**src/rtl/ext_pkg.sv**
```systemverilog
// Shared extension-mode encodings and error-counter constants for the
// immediate-extension pipeline.
package ext_pkg;

    typedef enum logic [2:0] {
        EXT_SIGN     = 3'b000,
        EXT_ZERO     = 3'b001,
        EXT_UPPER    = 3'b010,
        EXT_SIGN_SL2 = 3'b011,
        EXT_BSIGN    = 3'b100,
        EXT_BZERO    = 3'b101,
        EXT_RSV6     = 3'b110,
        EXT_RSV7     = 3'b111
    } ext_op_e;

    localparam int unsigned           ERR_CNT_W   = 8;
    localparam logic [ERR_CNT_W-1:0] ERR_CNT_MAX = '1;

    function automatic logic is_reserved(input logic [2:0] op);
        return (op == EXT_RSV6) || (op == EXT_RSV7);
    endfunction

endpackage

```
**src/rtl/ext_core.sv**
```systemverilog
// Purely combinational immediate extender: selects one of six extension
// modes and flags the two reserved encodings.
module ext_core
    import ext_pkg::*;
#(
    parameter int IMM_W  = 16,
    parameter int DATA_W = 32
) (
    input  logic [IMM_W-1:0]  imm_i,
    input  logic [2:0]        eop_i,
    output logic [DATA_W-1:0] value_o,
    output logic              err_o
);

    localparam int PAD_W = DATA_W - IMM_W;

    logic [DATA_W-1:0] sext;
    logic [DATA_W-1:0] zext;
    logic [DATA_W-1:0] uext;
    logic [DATA_W-1:0] sl2ext;
    logic [DATA_W-1:0] bsext;
    logic [DATA_W-1:0] bzext;

    assign sext   = {{PAD_W{imm_i[IMM_W-1]}}, imm_i};
    assign zext   = {{PAD_W{1'b0}}, imm_i};
    assign uext   = {imm_i, {PAD_W{1'b0}}};
    // Shifting the sign extension drops its two top bits, which are copies
    // of the sign anyway since DATA_W exceeds IMM_W+1.
    assign sl2ext = {sext[DATA_W-3:0], 2'b00};
    assign bsext  = {{(DATA_W-8){imm_i[7]}}, imm_i[7:0]};
    assign bzext  = {{(DATA_W-8){1'b0}}, imm_i[7:0]};

    always_comb begin
        value_o = '0;
        err_o   = 1'b0;
        case (ext_op_e'(eop_i))
            EXT_SIGN:     value_o = sext;
            EXT_ZERO:     value_o = zext;
            EXT_UPPER:    value_o = uext;
            EXT_SIGN_SL2: value_o = sl2ext;
            EXT_BSIGN:    value_o = bsext;
            EXT_BZERO:    value_o = bzext;
            default:      err_o   = is_reserved(eop_i);
        endcase
    end

endmodule

```
**src/rtl/ext_pipe.sv**
```systemverilog
// Immediate-extension pipeline: one combinational extender feeding a small
// circular output buffer, plus a saturating count of reserved-mode inputs.
module ext_pipe
    import ext_pkg::*;
#(
    parameter int IMM_W  = 16,
    parameter int DATA_W = 32,
    parameter int DEPTH  = 2
) (
    input  logic                 clk,
    input  logic                 reset,
    input  logic                 flush,
    input  logic                 in_valid,
    output logic                 in_ready,
    input  logic [IMM_W-1:0]     imm,
    input  logic [2:0]           EOp,
    output logic                 out_valid,
    input  logic                 out_ready,
    output logic [DATA_W-1:0]    ext,
    output logic                 err,
    output logic [ERR_CNT_W-1:0] err_cnt
);

    localparam int PTR_W = (DEPTH > 1) ? $clog2(DEPTH) : 1;
    localparam int CNT_W = $clog2(DEPTH + 1);

    localparam logic [PTR_W-1:0] PTR_LAST = PTR_W'(DEPTH - 1);
    localparam logic [CNT_W-1:0] CNT_FULL = CNT_W'(DEPTH);

    logic [DATA_W-1:0]    core_value;
    logic                 core_err;

    logic [DATA_W-1:0]    val_mem_q [DEPTH];
    logic                 err_mem_q [DEPTH];

    logic [PTR_W-1:0]     wr_ptr_q, wr_ptr_d;
    logic [PTR_W-1:0]     rd_ptr_q, rd_ptr_d;
    logic [CNT_W-1:0]     count_q, count_d;
    logic [ERR_CNT_W-1:0] err_cnt_q, err_cnt_d;

    logic                 push;
    logic                 pop;

    ext_core #(
        .IMM_W  (IMM_W),
        .DATA_W (DATA_W)
    ) u_core (
        .imm_i   (imm),
        .eop_i   (EOp),
        .value_o (core_value),
        .err_o   (core_err)
    );

    function automatic logic [PTR_W-1:0] ptr_inc(input logic [PTR_W-1:0] p);
        return (p == PTR_LAST) ? '0 : p + PTR_W'(1);
    endfunction

    // Handshake: a beat moves on either side only on a rising edge where
    // valid and ready are both high. in_ready depends on stored state only
    // (count below DEPTH), so a full buffer refuses input even while the
    // consumer pops in that same cycle. out_valid/ext/err come straight from
    // the head entry and cannot change until it is popped, flushed or reset.
    assign in_ready  = (count_q < CNT_FULL);
    assign out_valid = (count_q != '0);
    assign ext       = out_valid ? val_mem_q[rd_ptr_q] : '0;
    assign err       = out_valid & err_mem_q[rd_ptr_q];
    assign err_cnt   = err_cnt_q;

    // Flush takes priority over any push, so a flushed beat is neither
    // stored nor counted as an error.
    assign push = in_valid & in_ready & ~flush;
    assign pop  = out_valid & out_ready;

    always_comb begin
        wr_ptr_d  = wr_ptr_q;
        rd_ptr_d  = rd_ptr_q;
        count_d   = count_q;
        err_cnt_d = err_cnt_q;

        if (flush) begin
            wr_ptr_d = '0;
            rd_ptr_d = '0;
            count_d  = '0;
        end else begin
            if (push) begin
                wr_ptr_d = ptr_inc(wr_ptr_q);
            end
            if (pop) begin
                rd_ptr_d = ptr_inc(rd_ptr_q);
            end
            case ({push, pop})
                2'b10:   count_d = count_q + CNT_W'(1);
                2'b01:   count_d = count_q - CNT_W'(1);
                default: count_d = count_q;
            endcase
        end

        if (push && core_err && (err_cnt_q != ERR_CNT_MAX)) begin
            err_cnt_d = err_cnt_q + ERR_CNT_W'(1);
        end
    end

    always_ff @(posedge clk) begin
        if (!reset) begin
            wr_ptr_q  <= '0;
            rd_ptr_q  <= '0;
            count_q   <= '0;
            err_cnt_q <= '0;
        end else begin
            wr_ptr_q  <= wr_ptr_d;
            rd_ptr_q  <= rd_ptr_d;
            count_q   <= count_d;
            err_cnt_q <= err_cnt_d;
        end
    end

    // Storage needs no reset: an entry is only visible once count covers it.
    always_ff @(posedge clk) begin
        if (push && reset) begin
            val_mem_q[wr_ptr_q] <= core_value;
            err_mem_q[wr_ptr_q] <= core_err;
        end
    end

endmodule

```
**config.mk**
```make
export PLATFORM = sky130hd
export DESIGN_NAME = ext_pipe
export DESIGN_NICKNAME = d
export VERILOG_FILES = /design/src/rtl/ext_pkg.sv /design/src/rtl/ext_core.sv /design/src/rtl/ext_pipe.sv
export SDC_FILE = /design/constraint.sdc
export NUM_CORES = 1
export LEC_CHECK = 0
export CAP_MARGIN = 5
export CORE_UTILIZATION = 52
export CTS_CLUSTER_DIAMETER = 60
export DETAILED_ROUTE_END_ITERATION = 6
export PLACE_DENSITY_LB_ADDON = 0.05
export SLEW_MARGIN = 25
export SYNTH_ARGS = -nofsm -noshare
export SYNTH_HDL_FRONTEND = slang
export SYNTH_SLANG_ARGS = --single-unit
```
**constraint.sdc**
```tcl
create_clock -name clk -period 6.12 [get_ports clk]
set_clock_uncertainty 0.2 [all_clocks]
set_input_delay 1.836 -clock clk [delete_from_list [all_inputs] [get_ports clk]]
set_output_delay 1.836 -clock clk [all_outputs]
set_load 0.05 [all_outputs]
```
## Word level (Yosys, flattened, before mapping)

Memory sizes are Yosys's and may differ from the RTL's. A register that Yosys moved wholly into a read port is not among the register bits.
Cells that the tools add are included.

- Add/subtract/negate cells: 5
- $lt $le $gt $ge: 1
- Bitwise operators: 6
- Equal/unequal tests: 10
- Reductions and logical operators: 9
- Multiplexer cells: 12

Operators with widths:

| operator | count |
|---|---|
| one-hot mux 32 bit (6 select lines) | 1 |
| 2-to-1 mux 32 bit | 1 |
| == test 3 bit (second input constant) | 4 |
| 2-to-1 mux 1 bit | 9 |
| adder 8 x 1 -> 8 bit (second input constant) | 1 |
| != test 8 bit (second input constant) | 1 |
| == test 3 x 2 -> 1 bit (second input constant) | 2 |
| OR reduction 6 bit | 1 |
| AND 1 bit | 4 |
| one-hot mux 2 bit (2 select lines) | 1 |
| nonzero test 2 bit | 2 |
| == test 3 x 1 -> 1 bit (second input constant) | 1 |
| logical AND 1 bit | 3 |
| logical NOT 3 bit | 1 |
| adder 1 bit (second input constant) | 2 |
| adder 2 x 1 -> 2 bit (second input constant) | 1 |
| == test 2 x 1 -> 1 bit (second input constant) | 1 |
| == test 2 bit (second input constant) | 1 |
| less-than comparator 2 bit (second input constant) | 1 |
| inverter 1 bit | 2 |
| OR reduction 2 bit | 1 |
| subtractor 2 x 1 -> 2 bit (second input constant) | 1 |
| logical OR 1 bit | 1 |

- Output and inout port bits: 43
- Bits in registers: 12
- Input bits: 24
- Bits in writable memories: 66
- Memories: 2
- Word-level logic and storage cells: 49

Memory list:

| name | depth | width | read ports | clocked after Yosys merged registers in | wr ports | line | source |
|---|---|---|---|---|---|---|---|
| val_mem_q | 2 | 32 | 1 | 1 | 1 | ext_pipe.sv:33 | `logic [DATA_W-1:0] val_mem_q [DEPTH];` |
| err_mem_q | 2 | 1 | 1 | 1 | 1 | ext_pipe.sv:34 | `logic err_mem_q [DEPTH];` |

## Depth between registers and ports, before layout

Gate-level depths: netlist of run 1.

- Depth in word-level cells: 6
- Depth in mapped cells: 7
- Depth with buffers taken out: 7

## By module

From an unflattened synthesis of run 1, not the netlist that was laid out.

- Cell total of the unflattened synthesis: 304
- Area total of the unflattened synthesis: 3799.9 µm²

By module, submodules not included:

| module | instances | cells an instance | seq. area each (µm²) | area each (µm²) |
|---|---|---|---|---|
| ext_pipe | 1 | 210 | 2242.2 | 3098.0 |
| ext_core | 1 | 94 | 0.0 | 701.9 |

## Worst setup path before layout of run 1

No wires, ideal clock.

- Kind: input to register
- From: in flush
- To: mem err_mem_q[0], enable pin
- Arrival: 4.439 ns
- Required time: 5.456 ns
- Library setup time: 0.464 ns
- Cell stages on the path: 3
- Slack: 1.017 ns
- Path buffers: 0
- Cells stage by stage: nor3b_4 -> inv_1 -> nor3_1

- Longest elaborated chain between the ends: 5

RTL lines:

| item | line | source |
|---|---|---|
| start: declaration | ext_pipe.sv:12 | `input logic flush,` |
| inverter 1 bit | ext_pipe.sv:71 | `assign push = in_valid & in_ready & ~flush;` |
| AND 1 bit | ext_pipe.sv:71 |  |
| logical AND 1 bit | ext_pipe.sv:119 | `if (push && reset) begin` |
| 2-to-1 mux 1 bit | ext_pipe.sv:119 |  |
| 2-to-1 mux 1 bit (implied by the code) | ext_pipe.sv:121 | `err_mem_q[wr_ptr_q] <= core_err;` |
| end: declaration | ext_pipe.sv:34 |  |

No other way between the ends.

==> summary.json, run 1 <==
{
  "cts_tree": {"value": "built"},
  "ys_async_sr_fraction": {"value": 0, "unit": "%"},
  "gp_routability_congestion": {"value": 0.793},
  "drt-wirelength-per-cell": {"value": 17.0, "unit": "µm"},
  "post-route-min-period": {"value": 4.58, "unit": "ns"},
  "gr-usage-all-layers": {"value": 22.4, "unit": "%"},
  "worst-path-max-fanout": {"value": 33},
  "syn_area": {"value": 3500, "unit": "µm²"},
  "die_y": {"value": 84.1, "unit": "µm"},
  "antenna_violations_before_repair": {"value": 0},
  "grt_start_max_net_pins": {"value": 34},
  "worst_ep_required_time": {"value": 4.08, "unit": "ns"},
  "finish.instance_area": {"value": 4410, "unit": "µm²"},
  "ir_drop": {"value": 0.000168, "unit": "V"},
  "clkPwrFrac": {"value": 32.8, "unit": "%"},
  "route.top_layer_used": {"value": "met4"},
  "yosysSeqAreaShare": {"value": 64.0, "unit": "%"},
  "postCtsResizedCells": {"value": 0},
  "end_kind": {"value": "output port"},
  "synth_seq_cells": {"value": 79},
  "timing_worst_setup_path_type": {"value": "reg -> out"},
  "viasPerCell": {"value": 5.59},
  "outcome": {"value": "finished, violations left"},
  "grt_first_pass_wirelength": {"value": 11900, "unit": "µm"},
  "cellPowerDensity": {"value": 244, "unit": "nW/µm²"},
  "rows": {"value": 29},
  "ant_nets": {"value": 0},
  "synth_largest_area_cell": {"value": "sky130_fd_sc_hd__edfxtp_1"},
  "detailed_place.area": {"value": 4230, "unit": "µm²"},
  "core_area": {"value": 6420, "unit": "µm²"},
  "met2WireLength": {"value": 3710, "unit": "µm"},
  "critical_path.max_stage_delay": {"value": 1.00, "unit": "ns"},
  "count_of_unique_library_cells_instantiated_by_yosys": {"value": 35},
  "timing.critical_path.arrival": {"value": 2.54, "unit": "ns"},
  "hpwl": {"value": 4930, "unit": "µm"},
  "fp.dieW": {"value": 84.1, "unit": "µm"},
  "detailed_route_via_count": {"value": 2405},
  "cts.hold.buffers_added": {"value": 0},
  "detail_route.wirelength.met1": {"value": 3090, "unit": "µm"},
  "synth.net_count": {"value": 307},
  "initialDrtViolationCount": {"value": 138},
  "report.final.hold_viol_count": {"value": 0},
  "final_global_route_overflow_total": {"value": 0},
  "first_global_vias": {"value": 2356},
  "slowest_library_cell_on_the_worst_path": {"value": "sky130_fd_sc_hd__dfxtp_2"},
  "cts.repair_timing.setup_buffer_count": {"value": 0},
  "htree_levels": {"value": 3},
  "ys.warnings.count": {"value": 0},
  "count_of_mapped_cells_out_of_synthesis": {"value": 281},
  "buffer_depth_of_the_longest_clock_path": {"value": 2},
  "synth_edf_count": {"value": 66},
  "worst_slew_pin_slew": {"value": 1.03, "unit": "ns"},
  "max-slew-margin-rel": {"value": 31.5, "unit": "%"},
  "synth.top_cells.by_area": {"value": "sky130_fd_sc_hd__edfxtp_1 57%, sky130_fd_sc_hd__mux2i_1 10%, sky130_fd_sc_hd__dfxtp_1 7.4%"},
  "synth.top_cell.area_share": {"value": 56.6, "unit": "%"},
  "startpoint_type_of_the_worst_setup_path": {"value": "flip-flop"},
  "violations_in_the_final_reports": {"value": "DRC"},
  "num-nets-final": {"value": 374},
  "die-area": {"value": 7070, "unit": "µm²"},
  "unrepaired_setup_endpoints_after_global_routing": {"value": "no"},
  "clock_sinks": {"value": 79},
  "swShare": {"value": 23.4, "unit": "%"},
  "post_synth.cell_area_avg": {"value": 12.5, "unit": "µm²"},
  "insertedDiodeCount": {"value": 0},
  "cap_violations": {"value": 0},
  "initial_utilization": {"value": 54.6, "unit": "%"},
  "io_buffer_count": {"value": 66},
  "drt_pre_antenna_iters": {"value": 7},
  "area_growth_syn_to_layout": {"value": 25.9, "unit": "%"},
  "p_comb_share": {"value": 11.5, "unit": "%"},
  "worst_hold_path_type": {"value": "reg -> reg"},
  "ctsRootBufferMaster": {"value": "sky130_fd_sc_hd__clkbuf_8"},
  "met3WireLength": {"value": 438, "unit": "µm"},
  "cts_made_buffers": {"value": 9},
  "layout-drive-gt1-share": {"value": 5.95, "unit": "%"},
  "finalSetupViolations": {"value": 0},
  "period_share": {"value": 74.8, "unit": "%"},
  "drt_wl_total": {"value": 7310, "unit": "µm"},
  "worst_skew_pair.late_latency": {"value": 0.33, "unit": "ns"},
  "static-leakage-power": {"value": 1.52, "unit": "nW"},
  "synth_top_flop_cell": {"value": "sky130_fd_sc_hd__edfxtp_1"},
  "slew_viol_final": {"value": 0},
  "p_switching": {"value": 0.252, "unit": "mW"},
  "design.portCount": {"value": 67},
  "tns": {"value": 0, "unit": "ns"},
  "hold_ws": {"value": 0.320, "unit": "ns"},
  "maximum_operating_frequency": {"value": 0.219, "unit": "GHz"},
  "total_power": {"value": 1.08, "unit": "mW"},
  "seqPwrFrac": {"value": 55.7, "unit": "%"},
  "cp_cell_sequence": {"value": "mux2i_1 -> nor2_1 -> clkdlybuf4s50_1"},
  "drc": {"value": 10},
  "p_int": {"value": 0.825, "unit": "mW"},
  "clk_transition_reported_paths": {"value": 0.07, "unit": "ns"}
}
## placed cells by master, fill, tap and decap left out, types with 2 or more instances in the layout
master                             n
sky130_fd_sc_hd__and2_1            2
sky130_fd_sc_hd__or4_1             2
sky130_fd_sc_hd__or3_1             4
sky130_fd_sc_hd__nor2_1           43
sky130_fd_sc_hd__o31ai_1           2
sky130_fd_sc_hd__o21ai_0          12
sky130_fd_sc_hd__ha_1              2
sky130_fd_sc_hd__dfxtp_1          12
sky130_fd_sc_hd__clkinv_2          2
sky130_fd_sc_hd__clkinv_1          6
sky130_fd_sc_hd__nand3_1           3
sky130_fd_sc_hd__xnor2_1           3
sky130_fd_sc_hd__clkdlybuf4s50_1  66
sky130_fd_sc_hd__a21oi_1          14
sky130_fd_sc_hd__nor2b_1           2
sky130_fd_sc_hd__o21a_1            2
sky130_fd_sc_hd__buf_4             3
sky130_fd_sc_hd__clkbuf_8          9
sky130_fd_sc_hd__mux2i_1          35
sky130_fd_sc_hd__xor2_1            2
sky130_fd_sc_hd__edfxtp_1         66
sky130_fd_sc_hd__o2bb2ai_1         6
sky130_fd_sc_hd__nand2b_1          3
sky130_fd_sc_hd__inv_1             5
sky130_fd_sc_hd__a21o_1           15
sky130_fd_sc_hd__and4_1            2
sky130_fd_sc_hd__nand2_1          17
## cell families (layout without fill, tap and decap cells)
logic type	Yosys count	after routing	share of synthesized area [%]
compound gates	56	56	10.5
mux	35	35	10.0
flops	79	79	64.0
fa+ha+maj	2	2	0.714
xor+xnor	5	5	1.25
simple gates	83	83	10.9
buf+inv	21	93	2.68
## cell usage after synthesis, types with 2 or more instances
cell type and instances:
sky130_fd_sc_hd__nor2_1 44, sky130_fd_sc_hd__or3_1 4, sky130_fd_sc_hd__o21ai_0 12, sky130_fd_sc_hd__xnor2_1 3
sky130_fd_sc_hd__o21a_1 2, sky130_fd_sc_hd__a21o_1 15, sky130_fd_sc_hd__clkbuf_1 6, sky130_fd_sc_hd__xor2_1 2
sky130_fd_sc_hd__o31ai_1 2, sky130_fd_sc_hd__or4_1 2, sky130_fd_sc_hd__edfxtp_1 66, sky130_fd_sc_hd__mux2i_1 35
sky130_fd_sc_hd__and2_1 2, sky130_fd_sc_hd__nand2_1 17, sky130_fd_sc_hd__nor2b_1 2, sky130_fd_sc_hd__dfxtp_1 13
sky130_fd_sc_hd__o2bb2ai_1 6, sky130_fd_sc_hd__nand3_1 3, sky130_fd_sc_hd__clkinv_1 3, sky130_fd_sc_hd__buf_2 6
sky130_fd_sc_hd__ha_1 2, sky130_fd_sc_hd__nand2b_1 3, sky130_fd_sc_hd__inv_1 5, sky130_fd_sc_hd__a21oi_1 14
sky130_fd_sc_hd__and4_1 2
## metal layers
metal | track usage, % | vias to the layer above
li1 | - | 1165
met1 | 28.6 | 1160
met2 | 36.9 | 74
met3 | 4.45 | 6
met4 | 10.0 | 0
met5 | 0 | -
## metrics by stage
step / setup slack (ns) / utilization [%] / std cells
global placement: 1.88 / 65.8 / 414
detailed placement: 1.82 / 65.8 / 414
finish: 1.54 / 68.7 / 430
floorplan: 1.02 / - / 281
CTS: 1.49 / 68.6 / 430
global route: 1.39 / 68.7 / 430
## cell type report
cell class	instances	area [µm²]
Fill cell	501	2010
Timing Repair Buffer	69	683
Sequential cell	79	2240
Clock inverter	6	51.3
Multi-Input combinational cell	181	1180
Inverter	8	30.0
Clock buffer	10	128
Tap cell	77	96.3
## flip-flops by register name, summed over array words and instances, names as in the netlist, named ones only
name and flops:
count_q 2, wr_ptr_q 1, err_cnt 8, err_mem_q 2, val_mem_q 64, rd_ptr_q 1
## final timing paths
kind / start / end / slack [ns] / cells after the start
worst max-delay path: flip-flop / ext[31] / 1.54 / 3
worst min-delay path: rd_ptr_q / rd_ptr_q / 0.32 / 2
worst max register to register: count_q[1] / count_q[1] / 3.60 / 7
worst min register to register: rd_ptr_q / rd_ptr_q / 0.32 / 2
## critical path, delay by kind of cell (launching register included)
family | cells | cell delay (ns)
flops | 1 | 1.00
buf+inv | 1 | 0.81
simple gates | 1 | 0.14
mux | 1 | 0.23
## power groups by stage
stage	clock network [mW]	logic, mW	registers [mW]
detailed placement	0	0.123	0.612
global route	0.387	0.133	0.601
CTS	0.362	0.124	0.600
floorplan	0	0.0750	0.611
global placement	0	0.121	0.612
finish	0.354	0.123	0.600
No activity file was read; power rests on OpenSTA's default activity.
==> run 2, diff against run 1 <==
CORE_UTILIZATION = 47   (was 52)
clock period = 3.67 ns   (was 6.12 ns; I/O delays follow)
==> summary.json, run 2 (synthesized netlist as in run 1, its figures left out) <==
{
  "setup.reg_to_reg.worst_slack": {"value": 1.48, "unit": "ns"},
  "num-nets-final": {"value": 378},
  "die-area": {"value": 7810, "unit": "µm²"},
  "core_area": {"value": 7210, "unit": "µm²"},
  "clock_sinks": {"value": 79},
  "largest_register": {"value": "val_mem_q"},
  "cp_cell_sequence": {"value": "nor2_2 -> buf_4 -> inv_1 -> clkdlybuf4s50_1"},
  "grt_first_pass_wirelength": {"value": 11200, "unit": "µm"},
  "cts.repair_timing.setup_buffer_count": {"value": 0},
  "first_global_vias": {"value": 2232},
  "initial_utilization": {"value": 48.6, "unit": "%"},
  "worst_skew_pair.late_latency": {"value": 0.34, "unit": "ns"},
  "htree_levels": {"value": 3},
  "area_growth_syn_to_layout": {"value": 27.6, "unit": "%"},
  "gp_routability_congestion": {"value": 0.770},
  "worst_ep_required_time": {"value": 2.37, "unit": "ns"},
  "cp_num_buf_inv": {"value": 3},
  "outcome": {"value": "completed"},
  "rows": {"value": 31},
  "period_share": {"value": 90.4, "unit": "%"},
  "initialDrtViolationCount": {"value": 116},
  "fp.dieW": {"value": 88.4, "unit": "µm"},
  "drc": {"value": 0},
  "reg2reg_depth": {"value": 7},
  "startpoint_type_of_the_worst_setup_path": {"value": "flip-flop"},
  "cts_made_buffers": {"value": 9},
  "post-route-min-period": {"value": 3.32, "unit": "ns"},
  "ctsRootBufferMaster": {"value": "sky130_fd_sc_hd__clkbuf_8"},
  "drt_pre_antenna_iters": {"value": 4},
  "io_buffer_count": {"value": 66},
  "unrepaired_setup_endpoints_after_global_routing": {"value": "no"},
  "end_kind": {"value": "output port"},
  "cts_tree": {"value": "built"},
  "placedCellCount": {"value": 440},
  "static-leakage-power": {"value": 1.63, "unit": "nW"},
  "die_y": {"value": 88.4, "unit": "µm"},
  "final_common_cell": {"value": "sky130_fd_sc_hd__edfxtp_1"},
  "most-common-layout-cells": {"value": "66 x sky130_fd_sc_hd__edfxtp_1, 42 x sky130_fd_sc_hd__nor2_1, 38 x sky130_fd_sc_hd__buf_4"},
  "critical-path-top-delay-family": {"value": "buffers and inverters"},
  "gr-usage-all-layers": {"value": 19.7, "unit": "%"},
  "cellPowerDensity": {"value": 441, "unit": "nW/µm²"},
  "ant_nets": {"value": 0},
  "slew_viol_final": {"value": 0},
  "buffer_depth_of_the_longest_clock_path": {"value": 2},
  "antenna_violations_before_repair": {"value": 0},
  "ir_drop": {"value": 0.000193, "unit": "V"},
  "drt-wirelength-per-cell": {"value": 16.4, "unit": "µm"},
  "grt_start_max_net_pins": {"value": 34},
  "worst_slew_pin_slew": {"value": 0.609, "unit": "ns"},
  "drt_wl_total": {"value": 7490, "unit": "µm"},
  "worst_setup_path_startpoint": {"value": "count_q[1]"},
  "design.portCount": {"value": 67},
  "cap_violations": {"value": 0},
  "final_global_route_overflow_total": {"value": 0},
  "worstHoldPathCells": {"value": 1},
  "hpwl": {"value": 5030, "unit": "µm"},
  "max-slew-margin-rel": {"value": 59.3, "unit": "%"},
  "tns": {"value": 0, "unit": "ns"},
  "insertedDiodeCount": {"value": 0},
  "cts.hold.buffers_added": {"value": 0},
  "timing.critical_path.arrival": {"value": 2.02, "unit": "ns"},
  "finalSetupViolations": {"value": 0},
  "layout-drive-gt1-share": {"value": 17.1, "unit": "%"},
  "critical_path.max_stage_delay": {"value": 0.80, "unit": "ns"},
  "slowest_library_cell_on_the_worst_path": {"value": "sky130_fd_sc_hd__clkdlybuf4s50_1"},
  "timing.rr.start": {"value": "count_q[1]"},
  "postCtsResizedCells": {"value": 0},
  "timing_worst_setup_path_type": {"value": "reg -> out"},
  "r2r_end": {"value": "count_q[1]"},
  "min_from": {"value": "err_cnt[6]"},
  "detailed_route_via_count": {"value": 2433},
  "timing.hold.worst_endpoint": {"value": "err_cnt[6]"},
  "viasPerCell": {"value": 5.34},
  "maximum_operating_frequency": {"value": 0.301, "unit": "GHz"},
  "clk_transition_reported_paths": {"value": 0.08, "unit": "ns"},
  "worst-path-max-fanout": {"value": 21},
  "worst_hold_path_type": {"value": "reg -> reg"},
  "number_of_flip_flops_under_the_largest_register_name": {"value": 64},
  "report.final.hold_viol_count": {"value": 0},
  "final-instance-count-excl-fill": {"value": 456}
}
run 2: changes by cell type in the layout (fill, tap and decap cells not counted), moves of 2 or more:
cell | previous run | this run
sky130_fd_sc_hd__clkinv_4 | 0 | 3
sky130_fd_sc_hd__buf_4 | 3 | 38
sky130_fd_sc_hd__clkinv_1 | 6 | 3
sky130_fd_sc_hd__clkdlybuf4s50_1 | 66 | 34
sky130_fd_sc_hd__bufinv_16 | 1 | 3
run 2: layout make-up:
| class | count | area, µm² |
|---|---|---|
| fillers | 601 | 2740 |
| flip-flops and latches | 79 | 2240 |
| multi-input cells | 181 | 1180 |
| repair buffers | 73 | 646 |
| clock buffers | 9 | 124 |
| well taps | 99 | 124 |
| clock inverters | 7 | 121 |
| inverters | 8 | 30.0 |
run 2: worst max-delay path by stage:
stage                            end  slack, ns  cells past startpoint
finish                     out_valid       0.35                      4
global route               out_valid       0.25                      4
CTS                        out_valid       0.31                      4
detailed placement  val_mem_q[1][11]       0.22                      5
global placement    val_mem_q[0][19]       0.21                      4
floorplan               err_mem_q[0]       0.31                      3
run 2: worst register-to-register path, stage by stage (launching register included):
cell and delay, ns:
sky130_fd_sc_hd__dfxtp_1 0.38, sky130_fd_sc_hd__nor2_2 0.20, sky130_fd_sc_hd__buf_4 0.28, sky130_fd_sc_hd__inv_1 0.08, sky130_fd_sc_hd__and2_1 0.19, sky130_fd_sc_hd__ha_1 0.31, sky130_fd_sc_hd__or3_1 0.35, sky130_fd_sc_hd__a21oi_1 0.13
run 2: where the power goes:
group / switching, mW / leakage, nW / internal (mW)
clock network: 0.313 / 0.123 / 0.454
logic: 0.132 / 0.793 / 0.0776
registers: 0.00525 / 0.716 / 0.992
run 2: stage by stage:
stage	util (%)	hold WS, ns	power (mW)	setup WS, ns	cell area, µm²
4_1_cts	62.0	0.330	1.99	0.310	4470
3_5_place_dp	58.6	0.308	1.23	0.219	4230
6_report	62.0	0.328	1.97	0.351	4470
2_1_floorplan	-	0.281	1.14	0.312	3510
5_1_grt	62.0	0.368	2.04	0.250	4470
3_3_place_gp	58.6	0.298	1.22	0.212	4230
run 2: layer usage:
| layer | wire, µm | global-route usage (%) | vias to the layer above |
|---|---|---|---|
| li1 | - | - | 1178 |
| met1 | 3420 | 26.0 | 1161 |
| met2 | 3520 | 31.4 | 79 |
| met3 | 393 | 3.73 | 15 |
| met4 | 148 | 9.68 | 0 |
| met5 | 0 | 0 | - |
